`src/rtl/sipo_buffered.sv`:
```
// Serial-in parallel-out assembler with a one-word output slot and one held word in assembly.
// Optional out_parity port (XOR of out_data) is enabled by defining SIPO_PARITY_EN.
module sipo_buffered #(
    parameter int SIZE      = 8,
    parameter int LANES     = 1,
    parameter int SHIFT_DIR = 0
) (
    input  logic             clk,
    input  logic             reset_n,
    input  logic [LANES-1:0] in_data,
    input  logic             in_valid,
    output logic             in_ready,
    input  logic             flush,
    output logic [SIZE-1:0]  out_data,
    output logic             out_valid,
    input  logic             out_ready,
    output logic             busy,
`ifdef SIPO_PARITY_EN
    output logic             out_parity,
`endif
    output logic             overrun
);

    localparam int BEATS = SIZE / LANES;
    localparam int CW    = (BEATS > 1) ? $clog2(BEATS) : 1;
    localparam logic [CW-1:0] LAST_BEAT = CW'(BEATS - 1);

    // Handshake: a beat moves when in_valid && in_ready; a word moves when
    // out_valid && out_ready. Neither ready depends on its own valid.
    logic [CW-1:0]   cnt;
    logic [SIZE-1:0] asm_reg;
    logic            held;
    logic [SIZE-1:0] word;
    logic [SIZE-1:0] load_val;
    logic            accept, consume, slot_free, last_beat;
    logic            load_direct, load_held, load_out;

    assign in_ready  = !held;
    assign busy      = (cnt != '0);
    assign accept    = in_valid && in_ready;
    assign consume   = out_valid && out_ready;
    assign slot_free = !out_valid || out_ready;
    assign last_beat = accept && (cnt == LAST_BEAT);

    // Assembly register with the current beat merged into its lane slot
    always_comb begin
        word = asm_reg;
        if (SHIFT_DIR == 0)
            word[int'(cnt) * LANES +: LANES] = in_data;
        else
            word[SIZE - (int'(cnt) + 1) * LANES +: LANES] = in_data;
    end

    always_comb begin
        load_direct = !flush && last_beat && slot_free;
        load_held   = !flush && held && out_ready;
        load_out    = load_direct || load_held;
        load_val    = held ? asm_reg : word;
    end

    always_ff @(posedge clk or negedge reset_n) begin
        if (!reset_n) begin
            cnt     <= '0;
            asm_reg <= '0;
            held    <= 1'b0;
        end else if (flush) begin
            cnt     <= '0;
            asm_reg <= '0;
            held    <= 1'b0;
        end else if (load_held) begin
            asm_reg <= '0;
            held    <= 1'b0;
        end else if (last_beat) begin
            cnt <= '0;
            if (slot_free) begin
                asm_reg <= '0;
            end else begin
                // Slot is occupied: park the complete word and stall input
                asm_reg <= word;
                held    <= 1'b1;
            end
        end else if (accept) begin
            asm_reg <= word;
            cnt     <= cnt + 1'b1;
        end
    end

    always_ff @(posedge clk or negedge reset_n) begin
        if (!reset_n) begin
            out_data  <= '0;
            out_valid <= 1'b0;
        end else if (load_out) begin
            out_data  <= load_val;
            out_valid <= 1'b1;
        end else if (consume) begin
            out_valid <= 1'b0;
        end
    end

`ifdef SIPO_PARITY_EN
    always_ff @(posedge clk or negedge reset_n) begin
        if (!reset_n)
            out_parity <= 1'b0;
        else if (load_out)
            out_parity <= ^load_val;
    end
`endif

    always_ff @(posedge clk or negedge reset_n) begin
        if (!reset_n)
            overrun <= 1'b0;
        else if (in_valid && !in_ready)
            overrun <= 1'b1;
    end

endmodule

```
`config.mk`:
```
export PLATFORM = sky130hd
export DESIGN_NAME = sipo_buffered
export DESIGN_NICKNAME = d
export VERILOG_FILES = /design/src/rtl/sipo_buffered.sv
export SDC_FILE = /design/constraint.sdc
export NUM_CORES = 1
export LEC_CHECK = 0
export BUFFER_PORTS_ARGS = -buffer_cell sky130_fd_sc_hd__buf_4
export CORE_MARGIN = 5
export CORE_UTILIZATION = 59
export CTS_BUF_LIST = sky130_fd_sc_hd__clkbuf_8
export CTS_CLUSTER_DIAMETER = 150
export DETAILED_ROUTE_END_ITERATION = 10
export PLACE_DENSITY = 0.79
export SETUP_SLACK_MARGIN = 0.3
export SLEW_MARGIN = 20
export SYNTH_ARGS = -nofsm -noshare
export SYNTH_HDL_FRONTEND = slang
export SYNTH_SLANG_ARGS = --single-unit
export TNS_END_PERCENT = 50
```
`constraint.sdc`:
```
create_clock -name clk -period 2.6 [get_ports clk]
set_clock_uncertainty 0.15 [all_clocks]
set_input_delay 0.52 -clock clk [delete_from_list [all_inputs] [get_ports clk]]
set_output_delay 0.52 -clock clk [all_outputs]
set_load 0.02 [all_outputs]
```
After elaboration in Yosys (flattened, before gate mapping)
Cells that the tools add are included.

cells by class
  add/sub/neg operators = 2
  eq/ne operators = 3
  shift operators = 2
  mux-type cells = 17
  reductions and logical operators = 20

operator list
  operator                                               number
  2-to-1 mux 8 bit                                       6
  negation 3 -> 33 bit                                   1
  variable shift 1 x 33 -> 8 bit (first input constant)  1
  variable part select 1 x 33 -> 8 bit                   1
  2-to-1 mux 3 bit                                       4
  nonzero test 3 bit                                     3
  bitwise mux 8 bit                                      1
  logical AND 1 bit                                      8
  2-to-1 mux 1 bit                                       6
  AND reduction 2 bit                                    2
  nonzero test 4 bit                                     1
  adder 3 x 1 -> 3 bit (second input constant)           1
  == test 3 bit (second input constant)                  1
  zero test 1 bit                                        3
  != test 3 x 2 -> 1 bit (second input constant)         1
  logical OR 1 bit                                       2
  != test 2 bit (second input constant)                  1
  nonzero test 2 bit                                     1

storage, ports and cells
  register bits = 22
  input port bits = 6
  output and inout bits = 12
  word-level logic and storage cells = 50

Logic depth before layout (Yosys ltp)
Gate-level depths: netlist of run 1.

  word-level depth = 7
  depth in mapped cells = 8
  depth with buffers taken out = 7

Worst setup path before layout of run 1
OpenSTA, ideal clock, no wires.

  kind = register -> register
  from = register cnt[0]
  to = register asm_reg[0]
  library setup time = 125 ps
  arrival time = 2036 ps
  required time = 2325 ps
  setup slack = 290 ps
  stages on the path, launching flop included = 9
  buffers on the path = 1
  clock period less this slack = 2310 ps
  cell sequence = dfrtp_1 inv_1 ha_1 ha_1 buf_2 nor4b_1 nand2_1 a21boi_0 o22ai_1

between the ends
  word-level cells in the longest chain between the ends = 7
  elaborated cells between the ends (all ways) = 12
  those cells by class = add/sub (1); eq/ne (1); shift (2); mux (6); reduce/logical (2)

RTL lines
  element                                                                                        line    source
  start, declared                                                                                30      logic [CW-1:0] cnt;
  start signal, assigned                                                                         84      cnt <= cnt + 1'b1;
  negation 3 -> 33 bit                                                                           49      word[int'(cnt) * LANES +: LANES] = in_data;
  variable part select 1 x 33 -> 8 bit / variable shift 1 x 33 -> 8 bit (equally long branches)  49
  bitwise mux 8 bit                                                                              49
  2-to-1 mux 8 bit, on equally long branches                                                     82, 75
  2-to-1 mux 8 bit                                                                               73      end else if (last_beat) begin
  2-to-1 mux 8 bit                                                                               70      end else if (load_held) begin
  2-to-1 mux 8 bit                                                                               66      end else if (flush) begin
  end signal, assigned                                                                           79      asm_reg <= word;
  end signal, assigned                                                                           83      asm_reg <= word;
  end, declared                                                                                  31      logic [SIZE-1:0] asm_reg;

Parallel ways exist; a longest one is shown, timed or not. The select of a mux whose other input is x is not followed.
A chain may end at the register's enable or synchronous reset.

Final worst setup path of run 1
  from = register cnt[0]
  to = register out_data[2]

between the ends
  word-level cells in the longest chain between the ends = 5
  elaborated cells between the ends (all ways) = 10
  those cells by class = add/sub (1); eq/ne (1); shift (2); mux (2); reduce/logical (4)

RTL lines
  element                                                       line  source
  branches (longest 5 deep; another with negation 3 -> 33 bit)  n/a
  end signal, assigned                                          93    out_data <= load_val;
  end, declared                                                 14    output logic [SIZE-1:0] out_data,

Several ways; the timed one is not identified.

==> metrics, run 1 <==
status=complete, no violations; Pre-Repair DR Iteration Count=4; final setup violation count=0; Hold Path Sink=held$_DFFE_PN0P_; FF-to-FF End=out_data[2]$_DFFE_PN0P_; Hold/Removal Path Class=input port to flip-flop; Req. time, crit path=2.56 ns; Final Util=0.725; Final ANT Viol Nets=0; # IOs=18; Worst Hold Depth=2; Worst-path clk slew=0.08 ns; port bufs=17; GR Overflow Total=0; Lkg Pwr=0.697 nW; hold slack=0.281 ns; Mapped Area=1310 um2; crit path kind=flip-flop to flip-flop; initial DRC count=30; Startpoint Class=flip-flop; Core Region=2170 um2; CP arrival=2.18 ns; CTS tree=built; Worst VDD drop=436 uV; first-pass GRT wire length=4660 um; crit path max fanout=10; TritonCTS buffer count=3; Worst-Margin Slew=0.674 ns; number of synthesized register bits=22; die height=57.1 um; largest net degree at the start of global routing=23; Final Worst Setup Slack=0.383 ns; Power Density=477 nW/um2; vias after detailed routing=1097; max frequency=0.451 GHz; clk buf depth=2; Gate Count Post-Synth=131; n_diodes=0; setup TNS=0 ns; min Tclk post-route=2.22 ns; Seq/Total Area, Yosys=0.420; Critical Path End Type=flip-flop; Routed WL per cell=16.5 um; antenna violations before repair=0; RSZ-0062 raised after global routing=yes; Slew headroom=0.549; Yosys cell types=37; Worst R2R Start=cnt[0]$_DFFE_PN0P_; Die Wd=57.1 um; Routed Wire Length=2970 um; post-place setup slack=0.258 ns; placed inst area=1470 um2; crit share post-route=0.853; Initial Util=0.604; CTS H-tree lvls=1; flop2flop setup slack=0.38 ns; worst reg2reg path depth=8; worst hold start=out_ready; Placement Rows=17; root cell of the clock tree=clkbuf_8; synth warn=0; post-route design area=1570 um2; Overall Global Routing Usage=0.186; number of max-cap violations=0; max-slew violations=0; mean number of vias per cell=6.09; Final nets=167; drt drc=0; worst skew pair latency=0.26 ns; die footprint=3270 um2; DP Wirelength=2040 um; Filler Cells Inserted=169; layout cells sized above 1=0.250; gpl congestion=0.876; final hold vios=0; vias in the first global route=1023; area delta synth->final=19.9%; Syn Nets=145; Avg Synthesized Cell Area=10.0 um2; Sink Count=22
-- kinds of logic (layout without fill, tap and decap cells) --
family,count (synthesis),count (layout),share of synthesized area
muxes,7,7,0.0534
and+or+nand+nor,52,52,0.247
AOI/OAI and AO/OA,30,30,0.161
adders and majority gates,8,8,0.0763
DFF,22,22,0.420
xor gates and xnor gates,1,1,0.00668
buffers and inverters,11,32,0.0353
-- how the worst max path moves through the flow --
| stage | from | to | slack (ns) | depth (start not counted) |
|---|---|---|---|---|
| 2_1_floorplan | cnt[0]$_DFFE_PN0P_ | out_data[4]$_DFFE_PN0P_ | 0.33 | 7 |
| 3_3_place_gp | cnt[1]$_DFFE_PN0P_ | out_data[7]$_DFFE_PN0P_ | 0.35 | 7 |
| 3_5_place_dp | cnt[1]$_DFFE_PN0P_ | out_data[4]$_DFFE_PN0P_ | 0.26 | 7 |
| 4_1_cts | cnt[1]$_DFFE_PN0P_ | out_data[4]$_DFFE_PN0P_ | 0.32 | 7 |
| 5_1_grt | cnt[0]$_DFFE_PN0P_ | asm_reg[0]$_DFFE_PN0P_ | 0.24 | 8 |
| 6_report | cnt[0]$_DFFE_PN0P_ | out_data[2]$_DFFE_PN0P_ | 0.38 | 8 |
-- Yosys cell counts, drive strengths merged --
master | number | share of area
o22ai | 1 | 0.0048
clkbuf | 1 | 0.0038
o31ai | 1 | 0.0057
nor3 | 6 | 0.039
and4bb | 1 | 0.0095
or4b | 1 | 0.010
buf | 4 | 0.014
nor3b | 4 | 0.023
or3b | 1 | 0.0067
nor4b | 4 | 0.027
a21boi | 1 | 0.0057
ha | 8 | 0.076
and3 | 1 | 0.0048
a211o | 1 | 0.0067
a21oi | 13 | 0.052
nand3 | 3 | 0.011
mux2i | 7 | 0.053
a21o | 1 | 0.0057
o21ai | 1 | 0.0038
nand2b | 3 | 0.014
nor4bb | 1 | 0.0076
nand4 | 3 | 0.014
nand2 | 6 | 0.017
and4b | 1 | 0.0076
xnor2 | 1 | 0.0067
dfrtp | 22 | 0.42
a211oi | 1 | 0.0057
a32o | 7 | 0.053
a31oi | 2 | 0.0095
nor2 | 14 | 0.040
o21ba | 1 | 0.0076
inv | 6 | 0.017
and2 | 3 | 0.014
-- layout make-up --
| cell class | count | area [um2] | area share |
|---|---|---|---|
| clock buffers | 4 | 55.1 | 0.0350 |
| flip-flops and latches | 22 | 552 | 0.351 |
| multi-input cells | 98 | 741 | 0.471 |
| inverters | 6 | 22.5 | 0.0143 |
| well taps | 28 | 35.0 | 0.0223 |
| repair buffers | 22 | 168 | 0.107 |
-- critical path, cell delays in order, from the launching register on --
cell and delay, ns:
dfrtp_1 0.35, inv_1 0.11, ha_2 0.22, ha_1 0.29
buf_4 0.18, o31ai_1 0.15, nor3b_1 0.26, mux2i_1 0.25
a21oi_1 0.09
-- placed cells by master (no fill, tap or decap), types with 2 or more instances in the layout --
cell type and instances:
nand2_1 6, nor3b_1 4, nor4b_1 2, ha_1 6, clkbuf_8 4, nand4_1 3
dfrtp_1 21, a21oi_1 12, nor2_1 14, a32o_1 7, a31oi_1 2, inv_1 6
mux2i_1 7, and2_1 3, ha_2 2, buf_4 21, nand3_1 3, nor3_2 2
nand2b_1 3, nor3_1 3
-- per-stage QoR --
step                      total power, mW  instances
after global routing                0.787        180
after CTS                           0.737        178
after global placement              0.491        173
final                               0.750        180
after detailed placement            0.495        173
after floorplan                     0.451        131
-- power by group --
group | leakage [nW] | switching, mW | total, mW | internal, mW
clock | 0.0288 | 0.109 | 0.244 | 0.135
sequential | 0.304 | 0.00411 | 0.351 | 0.347
combinational | 0.364 | 0.0921 | 0.154 | 0.0623
-- layer usage --
layer | routed length [um] | track usage | vias up
met5 | 0 | 0 | -
met4 | 48 | 0.0960 | 0
met3 | 183 | 0.0407 | 5
met2 | 1420 | 0.281 | 43
met1 | 1310 | 0.249 | 523
li1 | - | - | 526
-- repair_timing --
item | in CTS | in global routing
gates resized for setup | 1 | 4
hold endpoints to repair | 22 | 0
hold buffers | 1 | 0
endpoints found under the setup margin | 9 | 10
buffers inserted | 0 | 2
No activity file was read; power rests on OpenSTA's default activity.
==> inputs of run 2 (changes only) <==
--- a/config.mk
+++ b/config.mk
@@ -5,14 +5,16 @@
 export SDC_FILE = /design/constraint.sdc
 export NUM_CORES = 1
 export LEC_CHECK = 0
+export ABC_AREA = 1
 export BUFFER_PORTS_ARGS = -buffer_cell sky130_fd_sc_hd__buf_4
 export CORE_MARGIN = 5
 export CORE_UTILIZATION = 59
 export CTS_BUF_LIST = sky130_fd_sc_hd__clkbuf_8
 export CTS_CLUSTER_DIAMETER = 150
 export DETAILED_ROUTE_END_ITERATION = 10
-export PLACE_DENSITY = 0.79
-export SETUP_SLACK_MARGIN = 0.3
+export MAX_ROUTING_LAYER = met4
+export PLACE_DENSITY = 0.78
+export SETUP_SLACK_MARGIN = 0.2
 export SLEW_MARGIN = 20
 export SYNTH_ARGS = -nofsm -noshare
 export SYNTH_HDL_FRONTEND = slang
==> metrics, run 2 <==
TritonCTS buffer count=3; number of synthesized register bits=22; crit path kind=flip-flop to primary output; Sink Count=22; vias after detailed routing=1267; n_diodes=0; max-slew violations=0; vias in the first global route=1314; flop2flop setup slack=0.41 ns; Initial Util=0.618; Syn Nets=214; commonest non-fill, non-tap cell in the layout=nand2_1; die height=58.4 um; met2 Track Usage GR=0.360; crit path max fanout=8; post-synth top area share=0.399; CTS tree=built; sequential share of power=0.490; GR Overflow Total=0; slowest stage delay, CP=0.48 ns; setup TNS=0 ns; Worst-Margin Slew=0.430 ns; worst hold start=overrun$_DFFE_PN0P_; Core Region=2230 um2; final hold vios=0; Final nets=233; Overall Global Routing Usage=0.208; Pre-Repair DR Iteration Count=4; Worst-path clk slew=0.08 ns; most common cell in the synthesized netlist=nand2_1; Critical Path End Type=primary output; net switching power=204 uW; clk buf depth=2; mean number of vias per cell=5.15; area leader, netlist=dfrtp_1; area delta synth->final=14.6%; Yosys cell types=22; DP Wirelength=2190 um; root cell of the clock tree=clkbuf_8; Clock Power Share=0.336; asr flop ratio synth=1.00; area of the multi-input gates=714 um2; die footprint=3410 um2; layout cells sized above 1=0.133; drt drc=0; slowest CP cell=dfrtp_1; Die Wd=58.4 um; switching share of power=0.278; CTS H-tree lvls=1; dominant synthesized flop cell=dfrtp_1; worst skew pair latency=0.26 ns; Worst VDD drop=356 uV; met1 GRT Util=0.241; total power=733 uW; initial DRC count=30; crit path cell chain=inv_1 > ha_1 > ha_1 > inv_1 > buf_4; global route hottest layer=met2; FF-to-FF End=out_data[0]$_DFFE_PN0P_; M3 GR Usage=0.0307; Lkg Pwr=0.996 nW; Synth top cells by count=nand2_1, nor2_1, dfrtp_1, inv_1, nand3_1; Gate Count Post-Synth=200; CP arrival=1.57 ns; Worst R2R Start=cnt[0]$_DFFE_PN0P_; Avg Synthesized Cell Area=6.90 um2; number of max-cap violations=0; Hold/Removal Path Class=flip-flop to flip-flop; Power Density=463 nW/um2; worst reg2reg path depth=9; antenna violations before repair=0; port bufs=17; hold bufs inserted after CTS=1; RSZ-0062 raised after global routing=no; largest net degree at the start of global routing=23; Slew headroom=0.713; Combinational Power Share=0.174; P_int=529 uW; cts repair resizes=0; final setup violation count=0; crit share post-route=0.861; Mapped Area=1380 um2; Filler Cells Inserted=181; max frequency=0.446 GHz; Placement Rows=17; Hold Path Sink=overrun$_DFFE_PN0P_; Routed WL per cell=12.0 um; status=complete, no violations; postcts setup bufs=0; Startpoint Class=flip-flop; Seq/Total Area, Yosys=0.399; gpl congestion=1.01; min Tclk post-route=2.24 ns; register area=551 um2; most frequent cells in the layout=nand2_1, nor2_1, inv_1, dfrtp_1, nand3_1; top cells by area, synth=dfrtp_1, nand2_1, ha_1; Post-synth EDFFs=0; # IOs=18; synth warn=0; Final ANT Viol Nets=0; Worst Hold Depth=1; Req. time, crit path=1.93 ns; first-pass GRT wire length=5400 um; Routed Wire Length=2960 um
-- run 2: changes by cell type in the layout (fill, tap and decap cells not counted), sizes merged, moves of 4 or more --
cell	delta
mux2i	-7
nand2	+80
nand3	+16
nor3b	-4
a32o	-7
a21oi	-11
nor4b	-4
inv	+17
nor2	+12
buf	-4
-- run 2: power groups by stage --
stage	sequential [mW]	clock, mW	combinational [mW]
2_1_floorplan	0.371	0	0.0781
3_3_place_gp	0.365	0	0.122
3_5_place_dp	0.366	0	0.126
4_1_cts	0.359	0.252	0.127
5_1_grt	0.361	0.265	0.142
6_report	0.359	0.246	0.127
-- run 2: critical path: cells and delay by family (launching register included) --
family | cells | cell delay, ns
flip-flops | 1 | 0.48
adder cells (fa/ha/maj) | 2 | 0.47
buffers and inverters | 3 | 0.36
-- run 2: cell families after synthesis --
group,after synthesis,synth area share
AO/OA/AOI/OAI,7,0.0317
adder cells (fa/ha/maj),8,0.0725
buffers and inverters,27,0.0834
flip-flops,22,0.399
AND/OR/NAND/NOR,136,0.413
-- run 2: cell type report --
| cell class | count | share of cell area |
|---|---|---|
| inverters | 23 | 0.0562 |
| well taps | 28 | 0.0222 |
| flip-flops and latches | 22 | 0.348 |
| repair buffers | 18 | 0.0870 |
| clock buffers | 4 | 0.0348 |
| multi-input cells | 151 | 0.452 |
-- run 2: worst max path at each step --
| stage | start | to | slack, ns | depth (start not counted) |
|---|---|---|---|---|
| 5_1_grt | cnt[0]$_DFFE_PN0P_ | out_data[0]$_DFFE_PN0P_ | 0.21 | 9 |
| 6_report | cnt[0]$_DFFE_PN0P_ | busy | 0.36 | 5 |
| 2_1_floorplan | cnt[0]$_DFFE_PN0P_ | out_data[0]$_DFFE_PN0P_ | 0.56 | 10 |
| 4_1_cts | cnt[0]$_DFFE_PN0P_ | busy | 0.35 | 5 |
| 3_3_place_gp | cnt[0]$_DFFE_PN0P_ | out_data[0]$_DFFE_PN0P_ | 0.54 | 9 |
| 3_5_place_dp | cnt[0]$_DFFE_PN0P_ | out_data[0]$_DFFE_PN0P_ | 0.43 | 9 |
-- run 2: through the flow --
step	instance area [um2]	util	hold WS [ns]	std cells	worst slack, ns
after floorplan	1380	-	0.0744	200	0.563
after global placement	1520	0.679	0.271	241	0.544
after detailed placement	1520	0.679	0.276	241	0.432
after CTS	1580	0.708	0.319	246	0.353
after global routing	1580	0.708	0.340	246	0.210
final	1580	0.708	0.314	246	0.360
-- run 2: layer usage --
metal  up-vias  wire [um]
li1        652          -
met1       586       1330
met2        22       1500
met3         7         77
met4         0         57
met5         -          0
